<file path="config.mk">
export PLATFORM = sky130hd
export DESIGN_NAME = ibus_dbus_arbiter
export DESIGN_NICKNAME = d
export VERILOG_FILES = /design/src/rtl/ibus_dbus_arbiter.sv
export SDC_FILE = /design/constraint.sdc
export NUM_CORES = 1
export LEC_CHECK = 0
export ABC_CLOCK_PERIOD_IN_PS = 6300
export CAP_MARGIN = 20
export CORE_AREA = 5 5 128 130
export CTS_CLUSTER_DIAMETER = 30
export DETAILED_ROUTE_END_ITERATION = 6
export DIE_AREA = 0 0 133 135
export GPL_ROUTABILITY_DRIVEN = 0
export PLACE_DENSITY = 0.8
export REMOVE_ABC_BUFFERS = 1
export SLEW_MARGIN = 25
export SYNTH_ARGS = -nofsm -noshare
export SYNTH_HDL_FRONTEND = slang
export SYNTH_SLANG_ARGS = --single-unit
</file>
<file path="constraint.sdc">
create_clock -name clk -period 6.3 [get_ports clk]
set_input_delay 1.26 -clock clk [delete_from_list [all_inputs] [get_ports clk]]
set_output_delay 1.26 -clock clk [all_outputs]
set_load 0.02 [all_outputs]
</file>
<file path="src/rtl/ibus_dbus_arbiter.sv">
// ibus_dbus_arbiter
// Shares one external memory bus between the instruction-fetch port (PC)
// and the data-access (MEM) port of the MIPS pipeline. One transaction is
// outstanding at a time. Data wins a collision until it has been granted
// MAX_DATA_STREAK times in a row against a waiting fetch; the fetch is then
// forced through. A bus cycle that never completes is aborted after TIMEOUT
// cycles and reported back through err_o with zero read data.
module ibus_dbus_arbiter #(
  parameter int MAX_DATA_STREAK = 4,
  parameter int TIMEOUT         = 255
) (
  input  logic        clk,
  input  logic        rst,

  // instruction fetch port
  input  logic        inst_req_i,
  input  logic [31:0] inst_addr_i,
  output logic [31:0] inst_rdata_o,
  output logic        inst_ack_o,

  // data access port
  input  logic        data_req_i,
  input  logic        data_we_i,
  input  logic [3:0]  data_sel_i,
  input  logic [31:0] data_addr_i,
  input  logic [31:0] data_wdata_i,
  output logic [31:0] data_rdata_o,
  output logic        data_ack_o,

  // shared completion status
  output logic        err_o,

  // external memory bus
  output logic        bus_req_o,
  output logic        bus_we_o,
  output logic [3:0]  bus_sel_o,
  output logic [31:0] bus_addr_o,
  output logic [31:0] bus_wdata_o,
  input  logic [31:0] bus_rdata_i,
  input  logic        bus_ack_i,

  // pipeline hold request
  output logic        stall_o
);

  // Counter widths; a zero-valued parameter still needs a one-bit register.
  localparam int SW = (MAX_DATA_STREAK > 0) ? $clog2(MAX_DATA_STREAK + 1) : 1;
  localparam int TW = (TIMEOUT > 1) ? $clog2(TIMEOUT + 1) : 1;

  localparam logic [SW-1:0] STREAK_MAX = SW'(MAX_DATA_STREAK);
  // Value the timeout counter holds during the last bus cycle allowed to
  // wait; if no ack shows up in that cycle the transfer is aborted.
  localparam logic [TW-1:0] TMO_LAST   = (TIMEOUT > 0) ? TW'(TIMEOUT - 1) : '0;

  typedef enum logic [1:0] {
    IDLE   = 2'd0,
    BUSY_I = 2'd1,
    BUSY_D = 2'd2,
    RESP   = 2'd3
  } state_t;

  state_t        state;
  logic [SW-1:0] streak;
  logic [TW-1:0] tmo_cnt;

  logic          fetch_forced;
  logic          grant_d;
  logic          grant_i;
  logic          tmo_hit;
  logic          bus_done;

  // Streak update on a data grant: it only grows while a fetch is actually
  // waiting behind the data access, and it never exceeds the limit.
  function automatic logic [SW-1:0] streak_next(input logic [SW-1:0] cur,
                                                input logic          fetch_waiting);
    if (!fetch_waiting) begin
      return '0;
    end
    if (cur == STREAK_MAX) begin
      return cur;
    end
    return cur + 1'b1;
  endfunction

  // Read data returned to the requester: bus data on a real completion,
  // zero when the transfer was aborted by the timeout.
  function automatic logic [31:0] resp_data(input logic        acked,
                                            input logic [31:0] rdata);
    return acked ? rdata : 32'h0;
  endfunction

  // Grant decision, evaluated only in IDLE: data first unless the streak
  // limit has been reached with a fetch waiting.
  always_comb begin
    fetch_forced = inst_req_i && (streak == STREAK_MAX);
    grant_d      = data_req_i && !fetch_forced;
    grant_i      = inst_req_i && !grant_d;
    tmo_hit      = (TIMEOUT != 0) && (tmo_cnt == TMO_LAST);
    bus_done     = bus_ack_i || tmo_hit;
  end

  // Pipeline hold: a requester is held until the cycle its ack is returned.
  assign stall_o = (inst_req_i && !inst_ack_o) || (data_req_i && !data_ack_o);

  // Arbiter FSM with registered bus and response outputs.
  always_ff @(posedge clk or posedge rst) begin
    if (rst) begin
      state        <= IDLE;
      streak       <= '0;
      tmo_cnt      <= '0;
      bus_req_o    <= 1'b0;
      bus_we_o     <= 1'b0;
      bus_sel_o    <= 4'h0;
      bus_addr_o   <= 32'h0;
      bus_wdata_o  <= 32'h0;
      inst_ack_o   <= 1'b0;
      inst_rdata_o <= 32'h0;
      data_ack_o   <= 1'b0;
      data_rdata_o <= 32'h0;
      err_o        <= 1'b0;
    end else begin
      // acks and err are single-cycle pulses that live only in RESP
      inst_ack_o <= 1'b0;
      data_ack_o <= 1'b0;
      err_o      <= 1'b0;

      unique case (state)
        IDLE: begin
          tmo_cnt <= '0;
          if (grant_d) begin
            state       <= BUSY_D;
            bus_req_o   <= 1'b1;
            bus_we_o    <= data_we_i;
            bus_sel_o   <= data_sel_i;
            bus_addr_o  <= data_addr_i;
            bus_wdata_o <= data_wdata_i;
            streak      <= streak_next(streak, inst_req_i);
          end else if (grant_i) begin
            // fetches are always full-word reads
            state       <= BUSY_I;
            bus_req_o   <= 1'b1;
            bus_we_o    <= 1'b0;
            bus_sel_o   <= 4'hF;
            bus_addr_o  <= inst_addr_i;
            bus_wdata_o <= 32'h0;
            streak      <= '0;
          end
        end

        BUSY_I, BUSY_D: begin
          // a real ack in the last allowed cycle wins over the abort
          if (bus_done) begin
            state     <= RESP;
            bus_req_o <= 1'b0;
            tmo_cnt   <= '0;
            err_o     <= !bus_ack_i;
            if (state == BUSY_D) begin
              data_ack_o   <= 1'b1;
              data_rdata_o <= resp_data(bus_ack_i, bus_rdata_i);
            end else begin
              inst_ack_o   <= 1'b1;
              inst_rdata_o <= resp_data(bus_ack_i, bus_rdata_i);
            end
          end else if (TIMEOUT != 0) begin
            tmo_cnt <= tmo_cnt + 1'b1;
          end
        end

        RESP: begin
          // requests still high here belong to the transfer just answered
          state <= IDLE;
        end

        default: begin
          state <= IDLE;
        end
      endcase
    end
  end

endmodule

</file>
==> summary by stage <==
Worst setup path
For the worst flop-to-flop path, the logic depth is 7. Data on the critical path arrives at its endpoint at 2.77 ns. On the worst path, the slowest cell contributes a delay of 0.67 ns. The critical path buffer and inverter count is 3. In this run the worst path has a maximum fanout of 8.

The type of the worst setup path is input port to output port. The endpoint identified for the worst register-to-register timing path is bus_addr_o[4]. The worst register-to-register path begins at state[1]. The critical path goes through clkdlybuf4s50_1 -> inv_1 -> o22ai_1 -> clkdlybuf4s50_1. The standard cell with the maximum stage delay on the critical path is clkdlybuf4s50_1. Among cell families on the critical path, the largest total delay comes from buffers and inverters.

STA classifies the critical path endpoint as an output port. The startpoint type of the worst setup path is an input port. For flop-to-flop paths, the worst setup slack is 4.04 ns. The worst endpoint required time is 5.04 ns. Among the stages of the critical path, the cell type that occurs most often is clkdlybuf4s50_1.

STA
The setup TNS is 0 ns. Clock skew on the completed layout was measured at 0.00998 ns. The worst relative slew slack is 33.2%. Derived from the worst setup path, the maximum achievable clock frequency is 248 MHz. The transition time at the pin with the least slew margin is 0.998 ns. The final critical path takes up 64.0% of the cycle.

The minimum period implied by the final worst setup slack is 4.03 ns. Setup repair after global routing left no endpoint under its margin. The setup-violating endpoint count in the final report is 0. The max-slew violation total from the final report is 0. The worst hold slack across all endpoints is 0.464 ns. The hold violation total from the final report was 0.

Pwr
The switching power as a share of total power is 37.6%. Cell internal power was estimated by the tool at 3.14 mW. The fraction of power consumed by the clock network is 20.7%.

In this run, the combinational gates consume 47.4% of the power. IR analysis of the VDD net gives a maximum drop of 343 uV. Summing internal, switching and leakage power gives 5.03 mW.

Summed over all cells, the static leakage comes to 4.16 nW. Sequential cells account for 31.8% of the total power. The net switching power is 1.89 mW. The power per unit of standard cell area is 520 nW/um2.

Floorplanning
The floorplan step defined a core boundary enclosing 15,000 um2. From bottom edge to top edge, the die measures 135 um. 276 I/O pins were placed. The initial core utilization is 41.5%. The floorplan has 45 rows. The floorplan step defined a die boundary enclosing 18,000 um2.

The die is 133 um wide.

Global routing
The total congestion overflow is 0. The number of antenna violations at the first check in global routing is 2. The maximum number of pins on one net before global-route repair is 88. In the global route stage, overall resource usage came out at 21.2%.

The via count of the first global-routing pass was 5,450. The first global-routing pass estimated 29.9 mm of wire.

Synthesis
The synthesized area per cell is 10.8 um2. After technology mapping, the gate count stands at 576. The number of enable-type register cells in the synthesized netlist is 0. The flip-flop and latch count after synthesis is 150. For this run, the leading register cell type out of synthesis is dfrtp_1. After Yosys synthesis, XOR and XNOR cells account for 0.421% of the synthesized area. The area share of the largest cell type after synthesis is 60.1%. Summing every instance area after synthesis gives 6240 um2. The proportion of register bits with asynchronous set or reset after synthesis is 100%. Summing the areas of all fa, ha and maj instances in the mapped netlist gives 1.40% of the synthesized area. The simple-gate share of the synthesized area is 15.6%. Sorting the synthesized cells by area gives the leading types as dfrtp_1, a32o_1, nand2_1.

The count of synthesis-stage warnings from yosys is 0. The compound-gate portion of the synthesized area is 17.4%. The synthesized netlist contains 42 unique library cells. By area, the combinational part of the netlist is dominated by compound AO/OA/AOI/OAI gates. Of the synthesized area, sequential elements account for 60.1%. Measured against the total synthesized area, the mux share comes to 0%.

dfrtp_1 takes more of the synthesized area than any other cell.

Place
The total half-perimeter wirelength after legalization and detailed placement is 13.7 mm. The placed instance area is 9020 um2. In this run the tool buffered the top-level ports with 275 buffer cells.

Final layout
Once layout is complete, the utilization of the core stands at 64.2%. The library cell used most frequently in the layout, excluding fill and tap cells, is clkdlybuf4s50_1. After routing the design area is 9660 um2. The area growth from synthesis to layout is 54.8%. The post-route netlist has 6.52% of its cells at a drive strength greater than 1. The final layout net count is 975. The top cell types in the final layout, fill and taps aside, are clkdlybuf4s50_1, dfrtp_1, nand2_1.

CTS
The clock sink count is 150. The clock tree from TritonCTS is yes. The number of hold buffers added after CTS was 0. After clock tree synthesis, the clock-pin slew on the worst setup and hold paths is 0.06 ns. The tree is rooted in a clkbuf_16. The number of gates given a new drive strength after cts is 0. Clock latency on the worst-skew pair, taken at its later pin, is 0.41 ns. Buffers added to address setup during post-CTS repair amount to 0. In this run the number of H-tree levels came out at 4. The deepest clock path buffer count is 2.

TritonCTS created 17 clock buffers.

Worst hold path
The end point of the most critical hold path is bus_wdata_o[29]. The instance count along the most critical hold path is 2. The startpoint identified for the worst hold timing path is bus_wdata_o[29].

The path class of the tightest hold or removal check is register to register.

Routing
Using the TritonRoute via totals, the vias-per-cell ratio works out to 5.31. In this run, the number of DRC markers left after iteration 0 of detailed routing was 294. Summed over all layers, the routed wires come to 19.4 mm. The post-detailed-route count of antenna-violating nets is 0. The wire length per cell is 18.8 um. After detailed routing, no signal wire sits above met4. The remaining routing DRC violations is 0. The met3 layer wire length in the routed design is 2.13 mm. The overall via count from detail_route is 5,487.

The first TritonRoute pass finished after 7 iterations. After detailed routing, the wire length on met1 is 7.60 mm. Detailed routing placed a total of 9.41 mm of wire on met2.

Flow run
The total of max-cap violations is 0.

Status
The flow ran to the end, and the final reports show no timing, DRC or antenna violations.
==> cell type report <==
cell class,instances,area [um2]
inverters,10,42.5
multi-input cells,367,2190
repair buffers,284,2830
clock buffers,21,460
fillers,1222,5380
flip-flops and latches,150,3750
well taps,188,235
clock inverters,11,148
diodes,2,5.00
==> flip-flops by register name (all words and copies together) (netlist names) <==
register / cells
err_o: 1
bus_wdata_o: 32
tmo_cnt: 8
bus_sel_o: 4
bus_addr_o: 32
streak: 3
data_ack_o: 1
state: 2
inst_ack_o: 1
data_rdata_o: 32
bus_req_o: 1
bus_we_o: 1
inst_rdata_o: 32
==> kinds of logic after synthesis <==
kind of cell | Yosys count
xor+xnor | 3
flops | 150
buf+inv | 59
compound gates | 127
simple gates | 230
fa+ha+maj | 7
==> per-stage QoR <==
stage                     instances  worst slack (ns)
after global routing           1033              2.19
after CTS                      1030              2.26
after global placement          998              2.28
after detailed placement        998              2.26
final                          1033              2.27
after floorplan                 527              1.00
==> power by group through the flow <==
stage / clock network, mW / logic [mW] / registers, mW
global route: 1.11 / 2.55 / 1.65
CTS: 1.06 / 2.41 / 1.60
finish: 1.04 / 2.38 / 1.60
global placement: 0 / 2.36 / 1.59
floorplan: 0 / 0.754 / 2.06
detailed placement: 0 / 2.40 / 1.61
==> worst max path at each step <==
stage                    start       endpoint  slack, ns  cells past startpoint
finish              data_req_i        stall_o       2.27                      4
global route        inst_req_i        stall_o       2.19                      4
CTS                 data_req_i        stall_o       2.26                      4
detailed placement  data_req_i        stall_o       2.26                      4
global placement    inst_req_i        stall_o       2.28                      4
floorplan                  rst  bus_addr_o[0]       1.00                      1
==> synth_stat cells, types with 6 or more instances <==
| library cell | number |
|---|---|
| dfrtp_1 | 150 |
| clkbuf_1 | 11 |
| buf_6 | 6 |
| nor2_1 | 42 |
| nand3_1 | 35 |
| nand2_1 | 137 |
| inv_1 | 8 |
| a31oi_1 | 32 |
| o21ai_0 | 7 |
| ha_1 | 7 |
| buf_2 | 26 |
| a32o_1 | 67 |
==> routing by layer <==
layer | global-route usage, % | vias to the layer above
met3 | 9.84 | 19
met5 | 0 | -
met1 | 25.3 | 2657
li1 | - | 2571
met2 | 34.1 | 240
met4 | 6.76 | 0
==> tightest hold or removal path, cell delays in order, from the launching register on <==
cell	delay, ns
dfrtp_1	0.34
nand2_1	0.05
nand2_1	0.04
(Power assumes the default switching activity.)
